File: config.mk
export PLATFORM = sky130hd
export DESIGN_NAME = run_controller
export DESIGN_NICKNAME = d
export VERILOG_FILES = /design/src/rtl/run_ctrl_pkg.sv /design/src/rtl/run_watchdog.sv /design/src/rtl/run_controller.sv
export SDC_FILE = /design/constraint.sdc
export NUM_CORES = 1
export LEC_CHECK = 0
export ABC_AREA = 1
export BUFFER_PORTS_ARGS = -buffer_cell sky130_fd_sc_hd__buf_2
export CAP_MARGIN = 0
export CORE_AREA = 2 2 39 41
export CTS_BUF_LIST = sky130_fd_sc_hd__clkbuf_4
export DETAILED_ROUTE_END_ITERATION = 10
export DIE_AREA = 0 0 41 43
export GPL_TIMING_DRIVEN = 0
export PLACE_DENSITY = 0.71
export RECOVER_POWER = 25
export SETUP_SLACK_MARGIN = 0.5
export SLEW_MARGIN = 40
export SYNTH_ARGS = -nofsm -noshare
export SYNTH_HDL_FRONTEND = slang
export SYNTH_SLANG_ARGS = --single-unit
File: constraint.sdc
create_clock -name clk -period 1.2 [get_ports clk]
set_input_delay 0.24 -clock clk [delete_from_list [all_inputs] [get_ports clk]]
set_output_delay 0.24 -clock clk [all_outputs]
set_load 0.01 [all_outputs]
File: src/rtl/run_ctrl_pkg.sv
// Shared types and constants for the program-sequencing run controller.
package run_ctrl_pkg;

    localparam int unsigned INSTR_W   = 9;
    localparam int unsigned NUM_PROGS = 3;

    localparam logic [INSTR_W-1:0] HALT_INSTR = 9'b010000000;

    typedef enum logic [2:0] {
        ST_IDLE,
        ST_ARMED,
        ST_LOAD,
        ST_RUN,
        ST_DONE,
        ST_FINISHED
    } run_state_t;

endpackage

File: src/rtl/run_watchdog.sv
// RUN-cycle counter for the run controller; flags expiry on the
// WDOG_CYCLES-th consecutive RUN cycle.
module run_watchdog #(
    parameter int unsigned WDOG_CYCLES = 65535
) (
    input  logic clk,
    input  logic reset,
    input  logic clear,
    input  logic run,
    output logic expired
);

    localparam int unsigned CW = $clog2(WDOG_CYCLES + 1);

    logic [CW-1:0] cnt;

    always_ff @(posedge clk or posedge reset) begin
        if (reset) begin
            cnt <= '0;
        end else if (clear) begin
            cnt <= '0;
        end else if (run && !expired) begin
            cnt <= cnt + CW'(1);
        end
    end

    // cnt holds the number of RUN cycles already completed, so the
    // WDOG_CYCLES-th RUN cycle is the one seeing WDOG_CYCLES-1.
    assign expired = run && (cnt == CW'(WDOG_CYCLES - 1));

endmodule

File: src/rtl/run_controller.sv
// Sequences three programs: start/done handshake, PC base load, core gating.
// Optional RUN watchdog compiled in with `define RUN_WATCHDOG_EN.
module run_controller
    import run_ctrl_pkg::*;
#(
    parameter int unsigned PC_W        = 10,
    parameter int unsigned PROG0_BASE  = 0,
    parameter int unsigned PROG1_BASE  = 256,
    parameter int unsigned PROG2_BASE  = 512,
    parameter int unsigned WDOG_CYCLES = 65535
) (
    input  logic               clk,
    input  logic               reset,
    input  logic               start,
    input  logic [INSTR_W-1:0] instr,
    output logic               pc_load,
    output logic [PC_W-1:0]    pc_load_addr,
    output logic               core_en,
    output logic [1:0]         prog_idx,
    output logic               done,
    output logic               all_done,
    output logic               timeout
);

    localparam logic [1:0] LAST_IDX = 2'(NUM_PROGS - 1);

    run_state_t state, state_n;
    logic [1:0] prog_idx_n;
    logic       halt;
    logic       wdog_expired;

    assign halt = (instr == HALT_INSTR);

`ifdef RUN_WATCHDOG_EN
    run_watchdog #(
        .WDOG_CYCLES(WDOG_CYCLES)
    ) u_wdog (
        .clk    (clk),
        .reset  (reset),
        .clear  (state == ST_LOAD),
        .run    (state == ST_RUN),
        .expired(wdog_expired)
    );

    // A halt coinciding with expiry is a normal completion.
    always_ff @(posedge clk or posedge reset) begin
        if (reset) begin
            timeout <= 1'b0;
        end else if (state == ST_LOAD) begin
            timeout <= 1'b0;
        end else if (state == ST_RUN && wdog_expired && !halt) begin
            timeout <= 1'b1;
        end
    end
`else
    // No watchdog: RUN is unbounded; WDOG_CYCLES is referenced only to keep
    // the parameter list identical across builds.
    assign wdog_expired = (WDOG_CYCLES == 0) && 1'b0;
    assign timeout      = 1'b0;
`endif

    always_ff @(posedge clk or posedge reset) begin
        if (reset) begin
            state    <= ST_IDLE;
            prog_idx <= '0;
        end else begin
            state    <= state_n;
            prog_idx <= prog_idx_n;
        end
    end

    always_comb begin
        state_n    = state;
        prog_idx_n = prog_idx;
        unique case (state)
            ST_IDLE:     if (start) state_n = ST_ARMED;
            ST_ARMED:    if (!start) state_n = ST_LOAD;
            ST_LOAD:     state_n = ST_RUN;
            ST_RUN:      if (halt || wdog_expired) state_n = ST_DONE;
            ST_DONE: begin
                if (prog_idx == LAST_IDX) begin
                    state_n = ST_FINISHED;
                end else if (start) begin
                    state_n    = ST_ARMED;
                    prog_idx_n = prog_idx + 2'd1;
                end
            end
            ST_FINISHED: state_n = ST_FINISHED;
            default:     state_n = ST_IDLE;
        endcase
    end

    assign pc_load  = (state == ST_LOAD);
    assign core_en  = (state == ST_RUN);
    assign done     = (state == ST_DONE) || (state == ST_FINISHED);
    assign all_done = (state == ST_FINISHED);

    always_comb begin
        pc_load_addr = '0;
        if (state == ST_LOAD) begin
            unique case (prog_idx)
                2'd0:    pc_load_addr = PC_W'(PROG0_BASE);
                2'd1:    pc_load_addr = PC_W'(PROG1_BASE);
                default: pc_load_addr = PC_W'(PROG2_BASE);
            endcase
        end
    end

endmodule
Yosys cells after proc, flatten, opt, wreduce, memory -nomap -nowiden
Cells that the tools add are included.
- bits in registers: 5
- $add $sub $neg: 1
- equality and inequality tests: 10
- mux-type cells: 7
- bitwise gates (word level): 1
- reduce and logical (&&, ||, !) cells: 5
- operator list (kind ; number):
    one-hot mux 10 bit (2 select lines) ; 1
    one-hot mux 3 bit (6 select lines) ; 1
    two-way mux 3 bit ; 4
    two-way mux 10 bit ; 1
    == test 9 x 8 -> 1 bit (second input constant) ; 1
    == test 3 x 2 -> 1 bit (second input constant) ; 2
    == test 3 bit (second input constant) ; 2
    == test 3 x 1 -> 1 bit (second input constant) ; 1
    logical NOT 3 bit ; 1
    AND reduction 3 bit ; 1
    adder 2 x 1 -> 2 bit (second input constant) ; 1
    == test 2 x 1 -> 1 bit (second input constant) ; 1
    == test 2 bit (second input constant) ; 1
    logical NOT 2 bit ; 1
    != test 2 x 1 -> 1 bit (second input constant) ; 1
    != test 2 bit (second input constant) ; 1
    AND reduction 2 bit ; 1
    logical OR 1 bit ; 1
    NOT 1 bit ; 1

Logic depth before layout (Yosys ltp)
Gate-level depths: netlist of the first run.
- word-level depth: 3
- gate-level depth with buffers: 6
- mapped depth without buffers: 6

Worst setup path after synthesis of the first run
No wires, ideal clock.
- path type: register -> output
- start point: register prog_idx[1]
- end point: output port pc_load_addr[9]
- data arrival time: 998 ps
- data required time: 960 ps
- setup slack: -38 ps
- stages on the path, launching flop included: 4
- buffers on the path: 0
- cells stage by stage: dfrtp_1 > inv_1 > ha_1 > nor3_1
- longest elaborated chain between the ends: 3
- elaborated cells on any way between the ends: 4
- classes of those cells: eq/ne: 1; mux: 2; reduce/logical: 1
- ends and longest elaborated chain (element ; line ; RTL):
    from (decl) ; run_controller.sv:19 ; output logic [1:0] prog_idx,
    from (signal assigned) ; run_controller.sv:68 ; prog_idx <= prog_idx_n;
    == test 2 x 1 -> 1 bit / logical NOT 2 bit (equally long branches) ; run_controller.sv:101 ; unique case (prog_idx)
    one-hot mux 10 bit (2 select lines) * ; run_controller.sv:101 ;
    two-way mux 10 bit * ; run_controller.sv:100 ; if (state == ST_LOAD) begin
    to (decl) ; run_controller.sv:17 ; output logic [PC_W-1:0] pc_load_addr,
Every way passes the cells marked *; elsewhere a longest branch is shown, timed or not.

Final worst setup path of the first run
- start point: register prog_idx[0]
- end point: register state[0]
- longest elaborated chain between the ends: 3
- ends and longest elaborated chain (element ; line ; RTL):
    == test 2 bit ; run_controller.sv:81 ; if (prog_idx == LAST_IDX) begin
    two-way mux 3 bit ; run_controller.sv:81 ;
    one-hot mux 3 bit (6 select lines) ; run_controller.sv:75 ; unique case (state)
    to (signal assigned) ; run_controller.sv:67 ; state <= state_n;
    to (decl) ; run_controller.sv:27 ; run_state_t state, state_n;
Every way passes these cells.
A chain may end at the register's enable or synchronous reset.

==> results.tsv, run 1 <==
stage	metric	value	unit
finish	fill_cells	116	
global_routing	grt_max_degree	6	
global_routing	grt_pass1_wl	2.001	mm
logic_synthesis	synth_top_area_share	27.25	%
logic_synthesis	yosysMostFrequentCell	buf_4	
clock_network	cts_sinks	5	
logic_synthesis	ys_types	21	
power	p_per_area	2269	nW/um^2
placement	dpl.hpwl	735.6	um
route	route.antenna.remaining_nets	0	
clock_network	path_clk_slew	50	ps
logic_synthesis	synthFlopType	dfrtp_1	
clock_network	clock_latency	240	ps
sta	fin_ws	-218.1	ps
route	routed_wirelength	1.410	mm
logic_synthesis	yosys-top-cells-count	9 x buf_4, 8 x inv_1, 6 x nor2_1	
route	drt_iter0_markers	1	
sta	post-route-period-util	118.2	%
logic_synthesis	yosysWarningCount	0	
setup_path	start_kind	flop	
global_routing	grt_pass1_vias	486	
clock_network	cts_tree	yes	
die	die_area	1763	sq um
sta	fmax	705.2	MHz
global_routing	overflow	0	
outcome	violations	negative setup slack	
setup_path	cp.arrival	1530	ps
die	num_io_pins	29	
setup_path	required	1310	ps
logic_synthesis	synth-edff-count	0	
job	maxCapViolations	0	
die	die_h	43	um
setup_path	critical_path_class	flop to flop	
sta	hold_viol	0	
global_routing	antenna_found_initial	0	
die	chipWidth	41	um
outcome	status	finished with violations	
finish	num_antenna_cells	0	
route	vias_per_cell	4.218	
power	leakage	0.4954	nW
sta	fin_skew	0.7375	ps
finish	multi_input_area	357.8	sq um
placement	io_buffers	19	
setup_path	cp-end-kind	flop	
setup_path	crit_fanout	3	
logic_synthesis	ys_seq_area_share	27.25	%
sta	fin_hold_ws	372.5	ps
logic_synthesis	synth_area_leaders	dfrtp_1 27%, buf_4 15%, ha_1 11%	
logic_synthesis	ys_ff_latch	5	
sta	setup_viol_count_final	10	
route	via_count	523	
sta	fin_crit	1418	ps
logic_synthesis	syn-cell-area	459.2	sq um
finish	final_area	938.4	sq um
placement	placed_area	681.9	sq um
die	core	1384	sq um
route	drt-wirelength-per-cell	11.37	um
finish	drive_above_1_share	67.59	%
clock_network	cts_root_buf	clkbuf_4	
finish	fin_util	67.81	%
die	placementRows	14	
clock_network	cts.htree.levels	1	
power	vdd_drop_max	0.001418	V
logic_synthesis	syn-instance-count	59	
worst_hold_path	min_path_type	primary input to flop	
route	drc	0	
finish	syn2layout_area_growth	104.4	%
finish	seq_area	127.6	sq um
clock_network	cts.path.max_buffers	2	
sta	drv_slew	0	
sta	grt_setup_unrepaired	yes	
finish	nets	125	
clock_network	cts_made_buffers	3	
die	initial_core_util	33.18	%
global_routing	grt.total_usage	16.97	%
route	drtPass1Iterations	2	
logic_synthesis	async_reset_ff_share	100.0	%
logic_synthesis	yosysTopAreaCell	dfrtp_1	
logic_synthesis	syn_area_per_cell	7.783	sq um
placement	gp_congestion	0.7143	
area by class of cell:
| type | instances | share of cell area (%) |
|---|---|---|
| well taps | 16 | 2.133 |
| plain buffers | 9 | 7.200 |
| multi-input cells | 43 | 38.13 |
| clock inverters | 1 | 0.5333 |
| inverters | 10 | 4.800 |
| repair buffers | 37 | 31.20 |
| flip-flops and latches | 5 | 13.60 |
| clock buffers | 3 | 2.400 |
per-layer routing:
metal  wire, um  track usage, %  vias to the layer above
met4         18           8.000                        0
met1        460           17.39                      245
met2        896           31.25                       10
met3         36           1.571                        2
li1           -               -                      266
met5          0               0                        -
what timing repair did:
| item | 4_1_cts | 5_1_grt |
|---|---|---|
| pin swaps | 7 | 7 |
| setup buffers | 11 | 6 |
| hold endpoints to repair | 5 | 0 |
| hold buffers | 1 | 0 |
| resized for setup | 8 | 8 |
| endpoints found under the setup margin | 13 | 13 |
worst paths after layout:
check                            startpoint     endpoint  slack, ps  depth (start not counted)
min in group asynchronous             reset  prog_idx[0]        430                          3
worst min register to register  prog_idx[1]  prog_idx[1]        610                          2
worst min-delay path               instr[0]     state[1]        370                          5
worst max-delay path            prog_idx[0]     state[0]       -220                          7
max in group asynchronous             reset     state[1]        590                          3
worst max register to register  prog_idx[0]     state[0]       -220                          7
power breakdown:
group          total [mW]  leakage (nW)  switching, mW  internal, mW
Combinational        1.55         0.422          0.719         0.829
Sequential          0.386        0.0556          0.132         0.253
Clock               0.196        0.0177         0.0756         0.121
Total                2.13         0.495          0.927          1.20
logic make-up (layout without fill, tap and decap cells):
kind of cell	after synthesis	count (layout)	share of synthesized area [%]
adder cells (fa/ha/maj)	4	4	10.90
AO/OA/AOI/OAI	5	5	8.720
buffers and inverters	19	60	22.89
flip-flops	5	5	27.25
AND/OR/NAND/NOR	24	24	27.52
XOR/XNOR	1	1	1.908
other	1	9	0.8167
cell usage in the layout (no fill, tap or decap), types with 3 or more instances in the layout:
cell type  count
buf_4         19
buf_2         15
buf_6         10
conb_1         9
inv_2          4
nand3_1        4
nor2_1         4
nand2_1        4
inv_4          3
inv_1          3
ha_4           3
clkbuf_4       3
dfrtp_1        3
metrics by stage:
stage               TNS (ps)  total power, mW  cells  setup WS (ps)
floorplan                  0            1.028     67          83.82
global placement           0            1.210    102          18.21
global route           -1767            2.274    124         -253.1
finish                 -1242            2.129    124         -218.1
CTS                   -760.8            1.819    118         -191.6
detailed placement    -2.426            1.223    102         -2.426
flip-flops by register name, indices dropped and copies added, names as in the netlist:
register  cells
state         3
prog_idx      2
critical path, stage by stage (launching register included):
cell and delay (ps):
dfrtp_2 420, inv_4 60, buf_6 120, ha_1 190, o21ai_2 130, nand3_1 110
o21ai_1 140, nand3_1 110
No activity file was read; power rests on OpenSTA's default activity.
==> run 2, diff against run 1 <==
Settings changed: CAP_MARGIN 0 to unset.
Clock period 1.2 ns to 1.65 ns, I/O delays scaled along.
==> results.tsv, run 2 (synthesized netlist as in run 1, its figures left out) <==
stage	metric	value	unit
power	power.share.clock	10.0	%
power	p_seq_share	17.9	%
global_routing	grt_max_degree	6	
setup_path	crit_buf_inv	2	
die	num_io_pins	29	
setup_path	slowest_stage	dfrtp_1	
die	initial_core_util	33.18	%
clock_network	clock_latency	230	ps
finish	num_antenna_cells	0	
power	vdd_drop_max	0.0009984	V
sta	hold_viol	0	
global_routing	overflow	0	
clock_network	path_clk_slew	40	ps
sta	grt_setup_unrepaired	yes	
sta	setup_tns	0	ps
power	total_power	1.513	mW
clock_network	cts.htree.levels	1	
power	leakage	0.5035	nW
power	swShare	42.41	%
power	p_sw	0.6416	mW
setup_path	cp.arrival	1140	ps
setup_path	critical_path_class	flop to output pin	
finish	drive_above_1_share	69.44	%
global_routing	antenna_found_initial	0	
route	route.antenna.remaining_nets	0	
clock_network	cts_root_buf	clkbuf_4	
global_routing	grt_pass1_wl	1.787	mm
clock_network	cts.path.max_buffers	2	
power	p_comb_share	72.1	%
sta	fmax	681.6	MHz
finish	regMostFlops	state	
placement	dpl.hpwl	754.1	um
sta	fin_skew	2.224	ps
clock_network	cts_tree	yes	
sta	post-route-period-util	88.92	%
global_routing	gr-max-usage-layer	met2	
route	drc	0	
finish	largestRegisters	state (3), prog_idx (2)	
setup_path	worstPathCellList	inv_2 -> nand3_4 -> nor3_4 -> buf_2	
route	drt-wirelength-per-cell	10.02	um
finish	syn2layout_area_growth	102.7	%
global_routing	met1_usage	14.85	%
finish	final_cell_mix	20 x buf_4, 16 x buf_2, 9 x conb_1, 9 x buf_6, 6 x inv_2	
placement	io_buffers	19	
die	die_h	43	um
setup_path	crit_fanout	5	
clock_network	cts_made_buffers	3	
outcome	status	finished clean	
global_routing	met3_usage	2.094	%
worst_hold_path	min_path_type	primary input to flop	
die	core	1384	sq um
finish	largest_reg_flops	3	
finish	final_common_cell	buf_4	
power	p_int	0.8713	mW
die	chipWidth	41	um
route	vias_per_cell	4.113	
route	drt_iter0_markers	1	
sta	fin_crit	1467	ps
setup_path	required	1320	ps
global_routing	grt.met2_usage	26.25	%
setup_path	critPathTopFamily	flip-flops	
setup_path	start_kind	flop	
global_routing	grt.total_usage	14.98	%
setup_path	cp-end-kind	output pin	
route	via_count	510	
route	drtPass1Iterations	3	
route	routed_wirelength	1.243	mm
die	die_area	1763	sq um
die	placementRows	14	
power	p_per_area	1625	nW/um^2
global_routing	grt_pass1_vias	477	
sta	drv_slew	0	
sta	setup_viol_count_final	0	
clock_network	cts_sinks	5	
job	maxCapViolations	0	
finish	nets	125	
setup_path	cpPeakStageDelay	410	ps
placement	gp_congestion	0.7091	
==> run 2: cell type report <==
cell class | count | area, sq um
Fill cell | 122 | 452.9
Multi-Input combinational cell | 43 | 371.6
Timing Repair Buffer | 37 | 274.0
Sequential cell | 5 | 127.6
Buffer | 9 | 67.56
Inverter | 10 | 40.04
Clock buffer | 4 | 30.03
Tap cell | 16 | 20.02
==> run 2: timing repair <==
action	CTS	global route
buffers inserted	12	5
hold buffers	1	0
pin swaps	5	5
resized for setup	19	10
endpoints found under the hold margin	5	0
endpoints found under the setup margin	11	13
cloned	0	0
==> run 2: power groups by stage <==
| stage | sequential (mW) | combinational (mW) | clock, mW |
|---|---|---|---|
| after global routing | 0.275 | 1.18 | 0.166 |
| after detailed placement | 0.256 | 0.558 | 0 |
| after floorplan | 0.254 | 0.407 | 0 |
| final | 0.270 | 1.09 | 0.151 |
| after CTS | 0.270 | 0.888 | 0.158 |
| after global placement | 0.251 | 0.540 | 0 |
==> run 2: routing by layer <==
metal / vias up / part of all wire (%)
met5: - / 0
met4: 0 / 2.7
met3: 4 / 6.8
met2: 22 / 55
met1: 217 / 36
li1: 267 / -
==> run 2: worst register-to-register path, stage by stage (launching register included) <==
cell	delay (ps)
dfrtp_2	410
inv_4	50
buf_4	150
ha_1	190
o21ai_1	140
nand3_1	100
o21ai_0	80
nand3_1	110
==> run 2: path summary, 6_finish.rpt <==
| path | from | endpoint | slack (ps) | cells after the start |
|---|---|---|---|---|
| max in group asynchronous | reset | prog_idx[0] | 940 | 3 |
| worst max-delay path | state[0] | pc_load_addr[9] | 180 | 4 |
| min in group asynchronous | reset | prog_idx[1] | 530 | 3 |
| worst min-delay path | instr[0] | state[1] | 480 | 5 |
| worst max register to register | prog_idx[0] | state[0] | 290 | 7 |
| worst min register to register | prog_idx[1] | prog_idx[1] | 710 | 3 |
==> run 2: per-stage QoR <==
step | hold WS, ps | setup WS [ps] | util (%) | instances | area, sq um
after global placement | 224.5 | 395.5 | 46.56 | 102 | 644.4
after global routing | 486.3 | 127.8 | 67.27 | 124 | 930.9
after detailed placement | 230.0 | 374.1 | 46.56 | 102 | 644.4
after CTS | 459.7 | 169.0 | 61.84 | 119 | 855.8
after floorplan | 108.5 | 447.6 | - | 67 | 529.3
final | 475.4 | 182.8 | 67.27 | 124 | 930.9
